===== src/rtl/step_pulse_gen_pkg.sv =====
// Shared board constants and types for the step/direction input stage.
// Other labs import this so debounce and tick timing stay consistent.
package step_pulse_gen_pkg;

  localparam int unsigned ClockFreqHz     = 100_000_000;
  localparam int unsigned DbCountDefault  = ClockFreqHz / 100;  // 10 ms
  localparam int unsigned DivCountDefault = ClockFreqHz;        // 1 Hz

  typedef enum logic {
    ModeManual = 1'b0,
    ModeAuto   = 1'b1
  } mode_e;

  // Counter width able to hold 0..n-1, never narrower than one bit.
  function automatic int unsigned cnt_width(input int unsigned n);
    return (n > 1) ? $clog2(n) : 1;
  endfunction

endpackage


===== src/rtl/step_pulse_gen_debouncer.sv =====
// 2-FF synchronizer followed by a consecutive-sample debounce filter.
// The stable state flips only after DB_COUNT mismatching samples in a row.
module debouncer
  import step_pulse_gen_pkg::*;
#(
  parameter int unsigned DB_COUNT = DbCountDefault
) (
  input  logic clock,
  input  logic reset,
  input  logic raw_i,
  output logic stable_o
);

  localparam int unsigned     CntW    = cnt_width(DB_COUNT);
  localparam logic [CntW-1:0] CntLast = CntW'(DB_COUNT - 1);

  logic            sync1_q, sync2_q;
  logic            stable_q, stable_d;
  logic [CntW-1:0] cnt_q, cnt_d;

  always_ff @(posedge clock or posedge reset) begin
    if (reset) begin
      sync1_q  <= 1'b0;
      sync2_q  <= 1'b0;
      stable_q <= 1'b0;
      cnt_q    <= '0;
    end else begin
      sync1_q  <= raw_i;
      sync2_q  <= sync1_q;
      stable_q <= stable_d;
      cnt_q    <= cnt_d;
    end
  end

  always_comb begin
    stable_d = stable_q;
    cnt_d    = '0;
    if (sync2_q != stable_q) begin
      if (cnt_q == CntLast) begin
        stable_d = ~stable_q;
      end else begin
        cnt_d = cnt_q + CntW'(1);
      end
    end
  end

  assign stable_o = stable_q;

endmodule


===== src/rtl/step_pulse_gen.sv =====
// Turns raw button/switch inputs into a one-cycle step pulse and a
// direction level that never moves next to a step.
module step_pulse_gen
  import step_pulse_gen_pkg::*;
#(
  parameter int unsigned DB_COUNT  = DbCountDefault,
  parameter int unsigned DIV_COUNT = DivCountDefault
) (
  input  logic clock,
  input  logic reset,
  input  logic btn_step,
  input  logic sw_dir,
  input  logic sw_auto,
  output logic step,
  output logic dir,
  output logic auto_led
);

  localparam int unsigned     DivW    = cnt_width(DIV_COUNT);
  localparam logic [DivW-1:0] DivLast = DivW'(DIV_COUNT - 1);

  logic            btn_db, dir_db, auto_db;
  mode_e           mode, mode_prev_q;
  logic            btn_prev_q;
  logic [DivW-1:0] div_q, div_d;
  logic            req;
  logic            step_q;
  logic            dir_q, dir_d;

  debouncer #(.DB_COUNT(DB_COUNT)) u_db_btn (
    .clock    (clock),
    .reset    (reset),
    .raw_i    (btn_step),
    .stable_o (btn_db)
  );

  debouncer #(.DB_COUNT(DB_COUNT)) u_db_dir (
    .clock    (clock),
    .reset    (reset),
    .raw_i    (sw_dir),
    .stable_o (dir_db)
  );

  debouncer #(.DB_COUNT(DB_COUNT)) u_db_auto (
    .clock    (clock),
    .reset    (reset),
    .raw_i    (sw_auto),
    .stable_o (auto_db)
  );

  assign mode = mode_e'(auto_db);

  always_ff @(posedge clock or posedge reset) begin
    if (reset) begin
      btn_prev_q  <= 1'b0;
      mode_prev_q <= ModeManual;
      div_q       <= '0;
      step_q      <= 1'b0;
      dir_q       <= 1'b0;
    end else begin
      btn_prev_q  <= btn_db;
      mode_prev_q <= mode;
      div_q       <= div_d;
      step_q      <= req;
      dir_q       <= dir_d;
    end
  end

  // The divider idles at 0 on the entry cycle so the first tick lands
  // DIV_COUNT+1 edges after the mode qualifies; leaving auto clears it at once.
  always_comb begin
    div_d = '0;
    if (mode == ModeAuto && mode_prev_q == ModeAuto) begin
      div_d = (div_q == DivLast) ? '0 : div_q + DivW'(1);
    end
  end

  always_comb begin
    req = 1'b0;
    case (mode)
      ModeManual: req = btn_db & ~btn_prev_q;
      ModeAuto:   req = (mode_prev_q == ModeAuto) && (div_q == DivLast);
      default:    req = 1'b0;
    endcase
  end

  // Hold direction while a step is pending or in flight.
  assign dir_d = (!step_q && !req) ? dir_db : dir_q;

  assign step     = step_q;
  assign dir      = dir_q;
  assign auto_led = auto_db;

endmodule


===== config.mk =====
export PLATFORM = sky130hd
export DESIGN_NAME = step_pulse_gen
export DESIGN_NICKNAME = d
export VERILOG_FILES = /design/src/rtl/step_pulse_gen_pkg.sv /design/src/rtl/step_pulse_gen_debouncer.sv /design/src/rtl/step_pulse_gen.sv
export SDC_FILE = /design/constraint.sdc
export NUM_CORES = 1
export LEC_CHECK = 0
export BUFFER_PORTS_ARGS = -buffer_cell sky130_fd_sc_hd__buf_2
export CAP_MARGIN = 15
export CORE_MARGIN = 2
export CORE_UTILIZATION = 60
export CTS_CLUSTER_DIAMETER = 60
export DETAILED_ROUTE_END_ITERATION = 6
export PLACE_DENSITY_LB_ADDON = 0.2
export SETUP_SLACK_MARGIN = 0.4
export SLEW_MARGIN = 10
export SYNTH_ARGS = -nofsm -noshare
export SYNTH_HDL_FRONTEND = slang
export SYNTH_HIERARCHICAL = 1
export SYNTH_SLANG_ARGS = --single-unit

===== constraint.sdc =====
create_clock -name clock -period 2.9 [get_ports clock]
set_input_delay 0.29 -clock clock [delete_from_list [all_inputs] [get_ports clock]]
set_output_delay 0.29 -clock clock [all_outputs]
set_load 0.05 [all_outputs]

==> metrics.md, run 1 <==
| Metric | Value |
|---|---|
| Status | `finished, final reports clean` |
| Final Hold Viols | `0` |
| Antenna violations before repair | `0` |
| Min Hold Slack | `29.3 ps` |
| Synth area leaders | `dfrtp_1, xor2_1, nor2_1, xnor2_1, a21oi_1` |
| Max-cap violation count | `0` |
| CTS buffer count | `9` |
| Initial DRC count | `151` |
| Unique masters post-synth | `41` |
| Post-CTS Setup Bufs | `0` |
| Share of the synthesized area in the top cell type | `51.2%` |
| Async SR Flop Fraction | `100%` |
| Power per cell area | `476 nW/µm²` |
| Cells after Synth | `about 480` |
| Critical path class | `flip-flop to flip-flop` |
| CTS Sinks | `100` |
| Final Routed Wirelength | `~8900 µm` |
| DR DRC count | `0` |
| Placer congestion estimate | `between 0.7 and 0.8` |
| Worst R2R Path Depth | `6` |
| Critical Path AT | `2530 ps` |
| WL/cell | `15.0 µm` |
| Hold Path Cell Cnt | `1` |
| Worst-path cell chain | `ha_1 -> nand3_2 -> or4_1 -> o21bai_2 -> buf_4 -> a21oi_1` |
| Initial core utilization | `a little over three fifths` |
| Minimum clock period | `2290 ps` |
| # diodes | `0` |
| FF-to-FF Start | `div_q[0]` |
| Nets@finish | `494` |
| Slew @ Worst Pin | `roughly 860 ps` |
| Fin Setup TNS | `0 ps` |
| Startpoint types | `flip-flop` |
| Leakage | `2.12 nW` |
| Worst Skew | `about 11 ps` |
| Chip height | `approximately 94 µm` |
| R2R Setup Slk | `just over 600 ps` |
| Via density | `around 6.0` |
| DRT Pass-1 Iters | `4` |
| GRT Util Overall | `22.5%` |
| Number of synthesized flops with an enable pin | `0` |
| Ratio of final minimum period to clock period | `78.9%` |
| Pin count of the biggest net entering global routing | `32` |
| Min-delay src | `sw_auto` |
| Final setup violation count | `0` |
| Leading cell type in the layout, fill and taps excluded | `dfrtp_1` |
| Clock latency on the worst-skew pair | `between 300 and 400 ps` |
| H-tree depth | `3` |
| Syn nets | `about 490` |
| Critical-path cell with the highest stage delay | `or4_1` |
| First-pass GRT wire length | `15,900 µm` |
| Highest cell delay on the worst timing path | `620 ps` |
| Vias in the first global route | `between 3,000 and 4,000` |
| PostCTS Resize Cnt | `0` |
| Hold crit path type | `input port to flip-flop` |
| Crit end category | `flip-flop` |
| Hpwl dp | `~6000 µm` |
| VDD IR max | `about 0.00033 V` |
| Bufs on Longest Clock Path | `2` |
| Hold buffer count at CTS | `0` |
| Total Die Area | `approximately 8900 µm²` |
| Routed Antenna Nets | `0` |
| Slew HR | `42.4%` |
| RSZ-0062 raised after global routing | `false` |
| Max Clk Rate | `437 MHz` |
| Fillcell total | `621` |
| Cell taking the most area after synthesis | `dfrtp_1` |
| Flops & latches, synth | `100` |
| Most frequent cells in the layout | `dfrtp_1, nor2_1, nand2_1, a21oi_1` |
| YS warnings | `6` |
| RR Endpoint | `div_q[17]` |
| Req. time, crit path | `3140 ps` |
| Area grow syn2layout | `7.25%` |
| Top Ports | `8` |
| Syn_area_per_cell | `around 10 µm²` |
| Layout cells sized above 1 | `10.4%` |
| Vias after detailed routing | `3,528` |
| TritonCTS clock tree | `yes` |
| Min-Delay Endpoint | `u_db_auto/sync1_q` |
| Clock transition at path regs | `100 ps` |
| Final worst slack | `between 600 and 700 ps` |
| Slew Limit Fails | `0` |
| Critical-path maximum fanout | `15` |
| Pre-CTS setup slack | `649 ps` |
| Port Buffer Count | `7` |
| Sequential share of the synthesized area | `51.2%` |
| Final Util | `67.1%` |
| GRT overflow | `0` |
| CORE AREA | `approximately 7800 µm²` |
| Synth Cell Area | `4880 µm²` |
| Total power draw | `2.49 mW` |
| Cell Rows | `32` |
| Root buf cell | `clkbuf_8` |
| Primary FF master, synth | `dfrtp_1` |
| Die extent in x | `94.2 µm` |
## Yosys cell counts (all sizes together) (2+ instances only)
| cell type | number |
|---|---|
| dfrtp | 100 |
| nand2 | 31 |
| o31ai | 13 |
| nor4b | 6 |
| and3 | 11 |
| nor4 | 7 |
| nand4b | 4 |
| nand4 | 10 |
| or2 | 3 |
| xor2 | 28 |
| a21oi | 31 |
| or3 | 21 |
| nand3 | 32 |
| o41ai | 2 |
| o21ai | 20 |
| xnor2 | 23 |
| nor2 | 59 |
| buf | 14 |
| or4 | 17 |
| ha | 4 |
| inv | 12 |
| and4 | 14 |
| nor3 | 5 |
| mux2 | 4 |
## report_power, final
group | switching [mW] | internal, mW | total [mW]
clock | 0.503 | 0.500 | 1.00
combinational | 0.0510 | 0.0194 | 0.0704
sequential | 0.0119 | 1.41 | 1.42
total | 0.565 | 1.93 | 2.49
## per-stage QoR
stage	instances	instance area, µm²
3_3_place_gp	576	5010
2_1_floorplan	477	4880
6_report	592	5240
3_5_place_dp	576	5010
5_1_grt	592	5240
4_1_cts	592	5240
## worst max-delay path: cells and delay by family (launching register included)
kind,cells,cell delay (ps)
adders and majority gates,1,210
DFF,1,410
buffers and inverters,1,300
AOI/OAI and AO/OA,2,470
and+or+nand+nor,2,780
## registers in the layout, summed over array words and instances (netlist names)
name and cells:
btn_prev_q 1, u_db_dir/cnt_q 20, u_db_dir/sync2_q 1, step 1
u_db_auto/sync1_q 1, div_q 27, u_db_dir/sync1_q 1, u_db_auto/sync2_q 1
u_db_btn/stable_o 1, u_db_btn/cnt_q 20, u_db_auto/stable_o 1, u_db_btn/sync2_q 1
u_db_auto/cnt_q 20, dir 1, u_db_dir/stable_o 1, mode_prev_q 1
u_db_btn/sync1_q 1
## layer usage
layer  part of all wire [%]  vias to the layer above  global-route usage (%)
li1                       -                     1730                       -
met3                    3.2                        5                    4.17
met1                     49                     1744                    31.8
met4                   0.69                        0                    5.56
met2                     48                       49                    36.3
met5                      0                        -                       0
## kinds of logic (layout without fill, tap and decap cells)
kind of cell | count (synthesis) | after routing | synth area share [%]
muxes | 4 | 4 | 0.922
adders and majority gates | 4 | 4 | 1.02
buffers and inverters | 27 | 40 | 2.56
xor gates and xnor gates | 51 | 51 | 9.15
DFF | 100 | 100 | 51.2
and+or+nand+nor | 223 | 223 | 26.2
AOI/OAI and AO/OA | 68 | 68 | 8.89
## area by class of cell
cell class                      count  area (µm²)  share of cell area, %
Clock buffer                        9         124                   2.37
Clock inverter                      7         105                   2.01
Inverter                           12        45.0                  0.860
Multi-Input combinational cell    350        2260                   43.2
Sequential cell                   100        2500                   47.8
Tap cell                          102         128                   2.44
Timing Repair Buffer               12        72.6                   1.39
## worst max-delay path by stage
| stage | startpoint | end | slack, ps | cells past startpoint |
|---|---|---|---|---|
| global route | div_q[0] | div_q[15] | 440 | 6 |
| detailed placement | div_q[0] | div_q[22] | 650 | 6 |
| global placement | div_q[0] | div_q[13] | 720 | 6 |
| finish | div_q[0] | div_q[17] | 610 | 6 |
| floorplan | div_q[0] | dir | 970 | 5 |
| CTS | div_q[0] | div_q[25] | 620 | 6 |
No activity file was read; power rests on OpenSTA's default activity.
==> run 2: changes to the inputs <==
--- a/config.mk
+++ b/config.mk
@@ -8,7 +8,7 @@
 export BUFFER_PORTS_ARGS = -buffer_cell sky130_fd_sc_hd__buf_2
 export CAP_MARGIN = 15
 export CORE_MARGIN = 2
-export CORE_UTILIZATION = 60
+export CORE_UTILIZATION = 56
 export CTS_CLUSTER_DIAMETER = 60
 export DETAILED_ROUTE_END_ITERATION = 6
 export PLACE_DENSITY_LB_ADDON = 0.2
==> constraint.sdc (replaced) <==
create_clock -name clock -period 1.9 [get_ports clock]
set_input_delay 0.19 -clock clock [delete_from_list [all_inputs] [get_ports clock]]
set_output_delay 0.19 -clock clock [all_outputs]
set_load 0.05 [all_outputs]
==> metrics.md, run 2 (synthesis results as in run 1) <==
| Metric | Value |
|---|---|
| GR Layer Usage met3 | `5.61% (+1.4 points)` |
| Final Hold Viols | `0 (unchanged)` |
| Final setup violation count | `5 (+5)` |
| Placer congestion estimate | `0.797 (+1.0%)` |
| Total Die Area | `9480 µm² (+6.8%)` |
| DRT Pass-1 Iters | `4 (unchanged)` |
| Global route hottest layer | `met2` |
| Total power draw | `3.78 mW (+52%)` |
| Req. time, crit path | `2200 ps (-940 ps)` |
| Critical path class | `flip-flop to flip-flop` |
| Antenna violations before repair | `0 (unchanged)` |
| Slew @ Worst Pin | `480 ps (-384 ps)` |
| Vias after detailed routing | `4,218 (+20%)` |
| Chip height | `97.4 µm (+3.4%)` |
| # diodes | `0 (unchanged)` |
| Max Clk Rate | `518 MHz (+19%)` |
| Sw Pwr | `924 µW (+63%)` |
| Routed Antenna Nets | `0 (unchanged)` |
| Via density | `6.05 (+1.5%)` |
| Layout cells sized above 1 | `46.7% (+36 points)` |
| GR Util met2 | `44.9% (+8.6 points)` |
| Initial DRC count | `210 (+39%)` |
| CORE AREA | `8590 µm² (+10%)` |
| Clock latency on the worst-skew pair | `370 ps (about the same)` |
| Hpwl dp | `6520 µm (+8.2%)` |
| Cell Count Post-Placement | `612 (+6.3%)` |
| Hold crit path type | `input port to asynchronous set/reset pin` |
| CTS buffer count | `9 (unchanged)` |
| RR Endpoint | `div_q[21]` |
| Critical Path AT | `2230 ps (-300 ps)` |
| Worst Skew | `11.8 ps (+0.699 ps)` |
| DR DRC count | `0 (unchanged)` |
| Top Ports | `8 (unchanged)` |
| Failing checks | `negative setup slack` |
| Crit path capture | `div_q[21]` |
| Final Routed Wirelength | `13,100 µm (+48%)` |
| Worst R2R Path Depth | `4 (-2)` |
| Ratio of final minimum period to clock period | `102% (+23 points)` |
| Startpoint types | `flip-flop` |
| Nets@finish | `593 (+20%)` |
| Critical Path Start | `div_q[3]` |
| Bufs on Longest Clock Path | `2 (unchanged)` |
| Vias in the first global route | `4,287 (+25%)` |
| Initial core utilization | `56.8% (-5.7 points)` |
| Leakage | `2.70 nW (+27%)` |
| Port Buffer Count | `7 (unchanged)` |
| Clock transition at path regs | `100 ps (about the same)` |
| H-tree depth | `3 (unchanged)` |
| Cell Rows | `34 (+6.3%)` |
| Routing usage on met1 | `32.1% (+0.25 points)` |
| Post-Layout Inst Area | `6860 µm² (+31%)` |
| TritonCTS clock tree | `yes` |
| VDD IR max | `0.000354 V (+6.8%)` |
| Power per cell area | `551 nW/µm² (+16%)` |
| Net Sw Frac | `24.4% (+1.7 points)` |
| Die extent in x | `97.4 µm (+3.4%)` |
| Area grow syn2layout | `40.5%` |
| Max-cap violation count | `0 (unchanged)` |
| Comb pwr share | `6.0% (+3.2 points)` |
| GRT Util Overall | `25.9% (+3.4 points)` |
| WL/cell | `18.9 µm (+26%)` |
| GRT overflow | `0 (unchanged)` |
| Most frequent cells in the layout | `dfrtp_1, buf_4, nor2_4, nand2_1, a21oi_2` |
| Crit end category | `flip-flop` |
| Minimum clock period | `1930 ps (-359 ps)` |
| Flop pwr share | `57.5% (+0.5 points)` |
| CTS Sinks | `100 (unchanged)` |
| Largest Register | `div_q` |
| Critical-path maximum fanout | `6 (-9)` |
| Final worst slack | `-29.9 ps (-641 ps)` |
| Clk network pwr share | `36.5% (-3.7 points)` |
| FF-to-FF Start | `div_q[3]` |
| First-pass GRT wire length | `20,200 µm (+27%)` |
| Status | `complete, but fails checks` |
| R2R Setup Slk | `-30 ps (-640 ps)` |
| RSZ-0062 raised after global routing | `true` |
| Placed cell area | `5360 µm² (+7.1%)` |
| Layout Cells excl Fill | `697 (+18%)` |
| Slew Limit Fails | `0 (unchanged)` |
| Cell Int Power | `2.86 mW (+48%)` |
| Root buf cell | `clkbuf_8` |
| Leading cell type in the layout, fill and taps excluded | `dfrtp_1` |
| Slew HR | `67.7% (+25 points)` |
| Pin count of the biggest net entering global routing | `30 (-6.3%)` |
| Number of flip-flops in the largest register | `27 (unchanged)` |
## run 2: timing repair
item,in CTS,in global routing
cloned,6,1
hold endpoints to repair,101,0
buffers inserted,46,12
resized for setup,123,85
hold buffers,4,0
pin swaps,43,27
setup endpoints to repair,89,90
## run 2: cell type report
| class | count | area [µm²] |
|---|---|---|
| Tap cell | 108 | 135 |
| Clock buffer | 9 | 124 |
| Multi-Input combinational cell | 351 | 3000 |
| Sequential cell | 100 | 2510 |
| Timing Repair Buffer | 110 | 967 |
| Clock inverter | 7 | 75.1 |
| Inverter | 12 | 45.0 |
| Fill cell | 486 | 1730 |
## run 2: worst min-delay path by stage
stage                               endpoint  slack [ps]  cells past startpoint
after floorplan           u_db_auto/cnt_q[0]         190                      1
after global placement           mode_prev_q          90                      2
after detailed placement          btn_prev_q         100                      2
after CTS                         btn_prev_q         250                      3
after global routing              btn_prev_q         260                      3
final                             btn_prev_q         250                      3
## run 2: per-layer routing
layer | part of all wire (%) | wire length (µm)
met5 | 0 | 0
met3 | 3.6 | 474
met1 | 41 | 5350
met2 | 53 | 6920
met4 | 3.0 | 395
## run 2: per-stage QoR
step | setup WS, ps | hold WS (ps) | setup TNS (ps) | util (%)
final | -29.9 | 252 | -99.3 | 79.9
after global routing | -78.5 | 263 | -762 | 79.9
after CTS | 5.69 | 248 | 0 | 75.0
after detailed placement | -48.6 | 95.9 | -78.2 | 62.4
after global placement | 29.9 | 93.8 | 0 | 62.4
after floorplan | 65.9 | 192 | 0 | -
## run 2: critical path: stages (launching register included)
cell and delay [ps]:
dfrtp_1 410, nand4_1 160, or4_4 640, or4_4 500
a21oi_2 150
## run 2: power by group through the flow
stage               sequential, mW  clock (mW)  combinational [mW]
floorplan                     2.21           0              0.0891
global placement              2.21           0               0.128
detailed placement            2.22           0               0.131
CTS                           2.17        1.43               0.186
global route                  2.18        1.50               0.249
finish                        2.18        1.38               0.228
==> run 3: changes to the inputs <==
--- a/config.mk
+++ b/config.mk
@@ -7,11 +7,10 @@
 export LEC_CHECK = 0
 export BUFFER_PORTS_ARGS = -buffer_cell sky130_fd_sc_hd__buf_2
 export CAP_MARGIN = 15
-export CORE_MARGIN = 2
 export CORE_UTILIZATION = 56
 export CTS_CLUSTER_DIAMETER = 60
 export DETAILED_ROUTE_END_ITERATION = 6
-export PLACE_DENSITY_LB_ADDON = 0.2
+export PLACE_DENSITY = 0.83
 export SETUP_SLACK_MARGIN = 0.4
 export SLEW_MARGIN = 10
 export SYNTH_ARGS = -nofsm -noshare
==> metrics.md, run 3 (synthesis results as in run 1) <==
| Metric | Value |
|---|---|
| Critical path class | `flip-flop to flip-flop` |
| Minimum clock period | `1930 ps (+4.31 ps)` |
| R2R Setup Slk | `-30 ps (about the same)` |
| Final Routed Wirelength | `16,800 µm (+28%)` |
| Critical Path Start | `div_q[0]` |
| Placer congestion estimate | `0.792 (-0.63%)` |
| First-pass GRT wire length | `21,400 µm (+5.9%)` |
| Hold crit path type | `flip-flop to flip-flop` |
| Initial core utilization | `58.6% (+1.7 points)` |
| Met3 Wirelength | `1020 µm (+110%)` |
| Clock transition at path regs | `120 ps (+20 ps)` |
| Power per cell area | `552 nW/µm² (+0.18%)` |
| FF-to-FF Start | `div_q[0]` |
| RSZ-0062 raised after global routing | `true` |
| Routed Antenna Nets | `0 (unchanged)` |
| DRT Pass-1 Iters | `4 (unchanged)` |
| DR DRC count | `0 (unchanged)` |
| Layout cells sized above 1 | `50.5% (+3.8 points)` |
| Max-cap violation count | `0 (unchanged)` |
| Req. time, crit path | `2190 ps (about the same)` |
| Port Buffer Count | `7 (unchanged)` |
| Root buf cell | `clkbuf_8` |
| GRT overflow | `0 (unchanged)` |
| Hpwl dp | `6540 µm (+0.19%)` |
| Slew @ Worst Pin | `895 ps (+415 ps)` |
| Crit path capture | `div_q[21]` |
| Die extent in x | `95.4 µm (-2.1%)` |
| Ratio of final minimum period to clock period | `102% (+0.23 points)` |
| Highest cell delay on the worst timing path | `520 ps (-120 ps)` |
| Max Clk Rate | `517 MHz (-0.22%)` |
| Nets@finish | `610 (+2.9%)` |
| Slew HR | `40.3% (-27 points)` |
| Initial DRC count | `357 (+70%)` |
| Cell Count Post-Placement | `597 (-2.5%)` |
| Bufs on Longest Clock Path | `2 (unchanged)` |
| Multi-input gate area | `3090 µm² (+2.8%)` |
| # diodes | `0 (unchanged)` |
| Final Hold Viols | `0 (unchanged)` |
| CORE AREA | `8340 µm² (-2.9%)` |
| CTS buffer count | `9 (unchanged)` |
| Number of flip-flops in the largest register | `27 (unchanged)` |
| Failing checks | `negative setup slack` |
| WL/cell | `23.7 µm (+26%)` |
| Chip height | `95.4 µm (-2.1%)` |
| Antenna violations before repair | `0 (unchanged)` |
| Worst-path cell chain | `buf_6 -> nand4_1 -> or4_4 -> or4_1 -> a21oi_2` |
| Worst Skew | `19.4 ps (+7.55 ps)` |
| Total Die Area | `9100 µm² (-4.1%)` |
| VDD IR max | `0.000462 V (+30%)` |
| Clock latency on the worst-skew pair | `370 ps (about the same)` |
| H-tree depth | `3 (unchanged)` |
| Critical-path cell with the highest stage delay | `or4_4` |
| Critical Path AT | `2230 ps (about the same)` |
| Top Metal Used | `met4` |
| Top Ports | `8 (unchanged)` |
| Fillcell total | `357 (-27%)` |
| Area grow syn2layout | `46.4%` |
| Critical-path maximum fanout | `7 (+1)` |
| Via density | `6.55 (+8.2%)` |
| Vias in the first global route | `4,481 (+4.5%)` |
| Largest Register | `div_q` |
| Startpoint types | `flip-flop` |
| Crit end category | `flip-flop` |
| Final setup violation count | `4 (-1)` |
| Cell Rows | `33 (-2.9%)` |
| M1 wire length | `6120 µm (+14%)` |
| Met2 WL post-DR | `8800 µm (+27%)` |
| TritonCTS clock tree | `yes` |
| GRT Util Overall | `30.7% (+4.8 points)` |
| Final worst slack | `-34.2 ps (-4.31 ps)` |
| Slew Limit Fails | `0 (unchanged)` |
| Most frequent cells in the layout | `dfrtp_1, buf_4, nor2_4, a21oi_2, xor2_1` |
| Fin Setup TNS | `-103 ps (-3.97 ps)` |
| Sequential cell area | `2520 µm² (+0.25%)` |
| Pin count of the biggest net entering global routing | `32 (+6.7%)` |
| Vias after detailed routing | `4,655 (+10%)` |
| Worst R2R Path Depth | `5 (+1)` |
| Status | `complete, but fails checks` |
| Layout Cells excl Fill | `711 (+2.0%)` |
| CTS Sinks | `100 (unchanged)` |
| Leakage | `2.83 nW (+4.8%)` |
| RR Endpoint | `div_q[21]` |
-- run 3: cell count changes in the layout (fill, tap and decap cells not counted), sizes merged --
cell	change
clkinv	-2
buf	+15
clkinvlp	-2
inv	+2
clkbuf	+4
-- run 3: area by class of cell --
type                    instances  share of cell area (%)
clock buffers                  11                    2.12
clock inverters                 5                   0.928
inverters                      12                   0.630
multi-input cells             351                    43.2
flip-flops and latches        100                    35.3
well taps                     105                    1.84
repair buffers                127                    16.0
-- run 3: through the flow --
stage | power [mW] | hold WS, ps | util (%) | setup slack [ps] | area [µm²]
floorplan | 2.30 | 192 | - | 65.9 | 5050
global placement | 2.33 | 258 | 63.3 | 29.7 | 5280
detailed placement | 2.34 | 269 | 63.3 | -46.3 | 5280
CTS | 3.84 | 369 | 76.9 | 30.3 | 6420
global route | 4.06 | 385 | 85.7 | -102 | 7150
finish | 3.95 | 381 | 85.7 | -34.2 | 7150
-- run 3: worst min path at each step --
stage,startpoint,endpoint,cells past startpoint
after floorplan,reset,u_db_auto/cnt_q[0],1
after global placement,reset,u_db_auto/cnt_q[19],2
after detailed placement,reset,u_db_auto/cnt_q[19],2
after CTS,u_db_btn/sync1_q,u_db_btn/sync2_q,0
after global routing,u_db_btn/sync1_q,u_db_btn/sync2_q,0
final,u_db_btn/sync1_q,u_db_btn/sync2_q,0
-- run 3: routing by layer --
layer	track usage [%]	vias up
li1	-	1964
met5	0	-
met3	6.30	85
met1	35.9	2358
met4	12.2	0
met2	55.1	248
-- run 3: power by group --
group	switching [mW]	leakage, nW	internal [mW]	total (mW)
Combinational	0.152	1.37	0.103	0.256
Clock	0.811	0.108	0.701	1.51
Sequential	0.0312	1.35	2.15	2.18
-- run 3: worst max-delay path, delay by kind of cell, from the launching register on --
kind / cells / cell delay, ps
AO/OA/AOI/OAI: 1 / 150
flip-flops: 1 / 410
buffers and inverters: 1 / 120
AND/OR/NAND/NOR: 3 / 1180
-- run 3: what timing repair did --
item,in CTS,in global routing
resized for setup,96,138
hold endpoints to repair,68,0
setup buffers,64,19
setup endpoints to repair,87,90
pin swaps,36,35
cloned,8,3
hold buffers,4,0
